<file path="src/rtl/ofdm_frontend_pkg.sv">
// Shared OFDM frontend definitions: AXI4-Lite write FSM states, response codes
// and the NCO control-port register map.
package ofdm_frontend_pkg;

  typedef enum logic [1:0] {
    IDLE = 2'd0,
    ADDR = 2'd1,
    RESP = 2'd2
  } axil_wr_state_e;

  localparam logic [1:0] AXIL_RESP_OKAY   = 2'b00;
  localparam logic [1:0] AXIL_RESP_SLVERR = 2'b10;
  localparam logic [1:0] AXIL_RESP_DECERR = 2'b11;

  // NCO control-port register map
  localparam logic [3:0] NCO_REG_FREQ  = 4'h0;
  localparam logic [3:0] NCO_REG_PHASE = 4'h4;
  localparam logic [3:0] NCO_REG_CTRL  = 4'h8;

  localparam logic [3:0] AXIL_STRB_ALL = 4'hF;

endpackage

</file>
<file path="src/rtl/nco_cfg_write_arbiter_rr_arbiter2.sv">
// Two-way arbiter with a last-grant register; round-robin or fixed priority
// (requester 0 wins) on contention.
module rr_arbiter2 #(
  parameter int unsigned ROUND_ROBIN = 1
) (
  input  logic clk,
  input  logic rst_n,
  input  logic req0,
  input  logic req1,
  input  logic upd,
  input  logic upd_id,
  output logic gnt_valid,
  output logic gnt_id
);

  // Reset to 1 so the first contended grant goes to requester 0
  logic last_q;

  always_ff @(posedge clk or negedge rst_n) begin
    if (!rst_n) begin
      last_q <= 1'b1;
    end else if (upd) begin
      last_q <= upd_id;
    end
  end

  always_comb begin
    gnt_valid = req0 | req1;
    gnt_id    = 1'b0;
    if (req0 && req1) begin
      gnt_id = (ROUND_ROBIN != 0) ? ~last_q : 1'b0;
    end else if (req1) begin
      gnt_id = 1'b1;
    end
  end

endmodule

</file>
<file path="src/rtl/nco_cfg_write_arbiter.sv">
// AXI4-Lite write master sharing the NCO control port between the CFO
// estimator (coalesced frequency updates) and the host register bridge.
module nco_cfg_write_arbiter
  import ofdm_frontend_pkg::*;
#(
  parameter int unsigned ADDR_WIDTH  = 4,
  parameter int unsigned DATA_WIDTH  = 32,
  parameter logic [ADDR_WIDTH-1:0] FREQ_ADDR = ADDR_WIDTH'(NCO_REG_FREQ),
  parameter int unsigned ROUND_ROBIN = 1
) (
  input  logic                  clk,
  input  logic                  rst_n,
  input  logic [DATA_WIDTH-1:0] est_freq,
  input  logic                  est_valid,
  output logic                  est_done,
  input  logic [ADDR_WIDTH-1:0] host_awaddr,
  input  logic [DATA_WIDTH-1:0] host_wdata,
  input  logic [3:0]            host_wstrb,
  input  logic                  host_valid,
  output logic                  host_ready,
  output logic                  host_done,
  output logic [1:0]            done_resp,
  output logic                  m_axi_awvalid,
  input  logic                  m_axi_awready,
  output logic [ADDR_WIDTH-1:0] m_axi_awaddr,
  output logic                  m_axi_wvalid,
  input  logic                  m_axi_wready,
  output logic [DATA_WIDTH-1:0] m_axi_wdata,
  output logic [3:0]            m_axi_wstrb,
  input  logic                  m_axi_bvalid,
  output logic                  m_axi_bready,
  input  logic [1:0]            m_axi_bresp,
  output logic                  busy
);

  axil_wr_state_e state_q, state_d;

  logic [DATA_WIDTH-1:0] shadow_q;
  logic                  est_pend_q;
  logic                  cur_id_q;
  logic                  issue_q;
  logic                  grant;
  logic                  finish;
  logic                  gnt_valid;
  logic                  gnt_id;
  logic                  aw_clear;
  logic                  w_clear;

  rr_arbiter2 #(
    .ROUND_ROBIN (ROUND_ROBIN)
  ) u_rr (
    .clk       (clk),
    .rst_n     (rst_n),
    .req0      (est_pend_q),
    .req1      (host_valid),
    .upd       (finish),
    .upd_id    (cur_id_q),
    .gnt_valid (gnt_valid),
    .gnt_id    (gnt_id)
  );

  assign aw_clear = !m_axi_awvalid || m_axi_awready;
  assign w_clear  = !m_axi_wvalid  || m_axi_wready;

  always_ff @(posedge clk or negedge rst_n) begin
    if (!rst_n) begin
      state_q <= IDLE;
    end else begin
      state_q <= state_d;
    end
  end

  always_comb begin
    state_d = state_q;
    grant   = 1'b0;
    finish  = 1'b0;
    case (state_q)
      IDLE: begin
        if (gnt_valid) begin
          grant   = 1'b1;
          state_d = ADDR;
        end
      end
      ADDR: begin
        // issue_q holds off the exit until the valids have actually gone out
        if (!issue_q && aw_clear && w_clear) begin
          state_d = RESP;
        end
      end
      RESP: begin
        if (m_axi_bvalid) begin
          finish  = 1'b1;
          state_d = IDLE;
        end
      end
      default: state_d = IDLE;
    endcase
  end

  always_ff @(posedge clk or negedge rst_n) begin
    if (!rst_n) begin
      shadow_q      <= '0;
      est_pend_q    <= 1'b0;
      cur_id_q      <= 1'b0;
      issue_q       <= 1'b0;
      host_ready    <= 1'b0;
      est_done      <= 1'b0;
      host_done     <= 1'b0;
      done_resp     <= '0;
      m_axi_awvalid <= 1'b0;
      m_axi_awaddr  <= '0;
      m_axi_wvalid  <= 1'b0;
      m_axi_wdata   <= '0;
      m_axi_wstrb   <= '0;
      m_axi_bready  <= 1'b0;
      busy          <= 1'b0;
    end else begin
      host_ready <= 1'b0;
      est_done   <= finish & ~cur_id_q;
      host_done  <= finish &  cur_id_q;
      done_resp  <= finish ? m_axi_bresp : AXIL_RESP_OKAY;

      // A strobe in the capture cycle wins: the new value stays pending
      if (est_valid) begin
        shadow_q   <= est_freq;
        est_pend_q <= 1'b1;
      end else if (grant && !gnt_id) begin
        est_pend_q <= 1'b0;
      end

      if (grant) begin
        cur_id_q <= gnt_id;
        issue_q  <= 1'b1;
        if (gnt_id) begin
          host_ready   <= 1'b1;
          m_axi_awaddr <= host_awaddr;
          m_axi_wdata  <= host_wdata;
          m_axi_wstrb  <= host_wstrb;
        end else begin
          m_axi_awaddr <= FREQ_ADDR;
          m_axi_wdata  <= shadow_q;
          m_axi_wstrb  <= AXIL_STRB_ALL;
        end
      end

      if (state_q == ADDR) begin
        if (issue_q) begin
          m_axi_awvalid <= 1'b1;
          m_axi_wvalid  <= 1'b1;
          issue_q       <= 1'b0;
        end else begin
          if (m_axi_awready) m_axi_awvalid <= 1'b0;
          if (m_axi_wready)  m_axi_wvalid  <= 1'b0;
        end
      end

      m_axi_bready <= (state_d == RESP);
      busy         <= (state_d != IDLE);
    end
  end

endmodule

</file>
<file path="config.mk">
export PLATFORM = sky130hd
export DESIGN_NAME = nco_cfg_write_arbiter
export DESIGN_NICKNAME = d
export VERILOG_FILES = /design/src/rtl/ofdm_frontend_pkg.sv /design/src/rtl/nco_cfg_write_arbiter_rr_arbiter2.sv /design/src/rtl/nco_cfg_write_arbiter.sv
export SDC_FILE = /design/constraint.sdc
export NUM_CORES = 1
export LEC_CHECK = 0
export ABC_AREA = 1
export CORE_MARGIN = 2
export CORE_UTILIZATION = 44
export DETAILED_ROUTE_END_ITERATION = 8
export PLACE_DENSITY_LB_ADDON = 0.2
export SYNTH_ARGS = -nofsm -noshare
export SYNTH_HDL_FRONTEND = slang
export SYNTH_HIERARCHICAL = 1
export SYNTH_SLANG_ARGS = --single-unit
</file>
<file path="constraint.sdc">
create_clock -name clk -period 1.4 [get_ports clk]
set_input_delay 0.14 -clock clk [delete_from_list [all_inputs] [get_ports clk]]
set_output_delay 0.14 -clock clk [all_outputs]
set_load 0.01 [all_outputs]
</file>
==> results.py <==
metrics = {
    "layout": {
        "final_area_um2": 5170,
        "area.growth.synth_to_final_pct": 47.9,
        "antennaDiodeCount": 0,
        "layout-drive-gt1-share": 0.0730,
        "fin_nets": 625,
        "final_core_util": 0.669,
    },
    "detailed_routing": {
        "avgRoutedWirePerCell_um": 12.8,
        "vias_per_cell": 4.69,
        "via_count": 3051,
        "drt-pass1-iter-count": 4,
        "drt-initial-drc-count": 119,
        "drc": 0,
        "detail-route-antenna-nets": 0,
        "wl_mm": 8.30,
    },
    "setup_path": {
        "cpMaxStageDelayCell": "clkdlybuf4s50_1",
        "path_cells": "clkdlybuf4s50_1",
        "start_kind": "register",
        "r2r_cells": 6,
        "reg2reg_setup_slack_ns": 0.09,
        "cp_top_family": "buffers and inverters",
        "timing.rr.end": "busy$_DFF_PN0_",
        "startpoint": "host_ready$_DFF_PN0_",
        "worstSetupPathType": "register to output pin",
        "critPathRequiredTime_ns": 1.26,
        "r2r_start": "est_pend_q$_DFFE_PN0P_",
        "cp_max_fo": 1,
        "end_kind": "output pin",
        "arrival_ns": 1.20,
        "worst-path-buf-inv": 1,
        "critPathMaxStageDelay_ns": 0.52,
    },
    "floorplan": {
        "die_y_um": 93.1,
        "start_util": 0.452,
        "core_area_um2": 7730,
        "io_pins": 130,
        "dieArea_um2": 8670,
        "die_w_um": 93.1,
        "row_count": 32,
    },
    "timing": {
        "hold_viol_final": 0,
        "timing.hold.ws_ns": 0.275,
        "period_share": 0.958,
        "rsz0062_at_grt": "no",
        "slew_violations": 0,
        "setup_viol": 0,
        "worstMarginPinSlew_ns": 0.442,
        "slew_headroom": 0.706,
        "fin_crit_ns": 1.34,
        "clock.fmax_ghz": 0.745,
        "skew_ns": 0.0104,
    },
    "clocking": {
        "clock-sinks": 87,
        "htreeDepth": 3,
        "clkTransAtPathRegs_ns": 0.09,
        "cts-root-buf": "clkbuf_8",
        "clk_latency_ns": 0.35,
        "cts_buffers": 9,
        "clockBufferDepth": 2,
        "tritoncts": "yes",
    },
    "synth": {
        "synthFlopType": "dfrtp_1",
        "synth_top_area_cell": "dfrtp_1",
        "synth_cells": 405,
        "async_flop_share": 1.00,
        "syn-cell-area_um2": 3490,
        "ys_types": 17,
        "synth-seq-cells": 87,
        "synth_top_area_frac": 0.616,
        "synth_common_cells": "nand2_1 (216), dfrtp_1 (86), nand3_1 (36), nor2_1 (20), inv_1 (16)",
        "synth_edf_count": 0,
        "yosys-top-cells-area": "dfrtp_1 (62%), nand2_1 (23%), nand3_1 (5.2%)",
        "ys_warn_count": 6,
        "synth_nets": 486,
        "synth_seq_area_share": 0.623,
        "yosysMostFrequentCell": "nand2_1",
        "avgSynthCellArea_um2": 8.63,
    },
    "grt": {
        "overflow": 0,
        "globalRouteMet1Util": 0.285,
        "antenna_found_initial": 0,
        "grt_pass1_wl_mm": 13.9,
        "gr-max-usage-layer": "met2",
        "grt_max_degree": 33,
        "grt_pass1_vias": 2969,
        "grt_use_met3": 0.0475,
        "met2_usage": 0.319,
        "track_usage": 0.205,
    },
    "pwr": {
        "power_leakage_nw": 2.69,
        "total_power_mw": 9.05,
        "ir_drop_v": 0.000663,
        "powerDensity_nw_per_um2": 1750,
    },
    "hold_path": {
        "hp-class": "primary input to async pin",
    },
    "placement": {
        "gp_congestion": 0.750,
        "place_area_um2": 4980,
        "io_buffers": 129,
        "dp_hpwl_mm": 6.08,
    },
    "job": {
        "maxCapViolations": 0,
    },
    "outcome": {
        "status": "finished, final reports clean",
    },
}
## metal layers
| layer | part of all wire | vias up |
|---|---|---|
| met5 | 0 | - |
| met3 | 0.063 | 8 |
| li1 | - | 1515 |
| met4 | 0.012 | 0 |
| met2 | 0.47 | 99 |
| met1 | 0.46 | 1429 |
## power by group
| group | total, mW | switching [mW] | leakage, nW | internal, mW |
|---|---|---|---|---|
| Combinational | 3.63 | 1.93 | 1.53 | 1.70 |
| Clock | 1.74 | 0.872 | 0.0944 | 0.863 |
| Sequential | 3.68 | 0.401 | 1.07 | 3.28 |
## cells in the final DEF (no fill, tap or decap), drive strengths merged, types with 2 or more instances in the layout
cell type and instances:
a21oi 4, buf 17, clkbuf 10, clkdlybuf4s50 86, clkinv 2, clkinvlp 2
dfrtp 86, dlygate4sd2 36, dlymetal6s2s 6, inv 19, nand2 216, nand3 37
nor2 22
## metrics by stage
step	TNS, ns	setup slack (ns)	cells
after floorplan	0	0.124	405
after global placement	-3.01	-0.0898	634
after detailed placement	-5.04	-0.152	634
after CTS	0	0.00177	650
after global routing	0	0.00471	650
final	0	0.0585	650
## what timing repair did
| action | 4_1_cts | 5_1_grt |
|---|---|---|
| hold buffers | 1 | 0 |
| endpoints found under the setup margin | 36 | 19 |
| resized for setup | 36 | 9 |
| endpoints found under the hold margin | 29 | 0 |
| buffers inserted | 0 | 0 |
## kinds of logic after synthesis
group,share of synthesized area
AO/OA/AOI/OAI,0.00716
buffers and inverters,0.0526
flip-flops,0.623
AND/OR/NAND/NOR,0.317
## worst max-delay path by stage
stage	slack, ns	to	cells after the start
after global routing	0.005	m_axi_wdata[7]$_DFFE_PN0P_	6
after floorplan	0.12	m_axi_wstrb[0]$_DFFE_PN0P_	7
after CTS	0.002	m_axi_wdata[20]	1
after global placement	-0.09	busy$_DFF_PN0_	7
final	0.06	host_ready	1
after detailed placement	-0.15	m_axi_wdata[11]$_DFFE_PN0P_	7
## final cells by class
cell class / instances / area (um2)
tap: 102 / 128
clock inverter: 5 / 58.8
clock buffer: 10 / 138
sequential: 87 / 2180
fill: 683 / 2560
timing repair buffer: 146 / 1460
multi-input combinational: 281 / 1140
inverter: 19 / 71.3
## sequential cells by signal, indices dropped and copies added (netlist names)
signal	cells
m_axi_wdata	32
shadow_q	32
m_axi_awaddr	4
m_axi_wstrb	4
done_resp	2
state_q	2
busy	1
cur_id_q	1
est_done	1
est_pend_q	1
host_done	1
host_ready	1
issue_q	1
m_axi_awvalid	1
m_axi_bready	1
m_axi_wvalid	1
u_rr/last_q	1
Power figures use the tool's default switching activity.
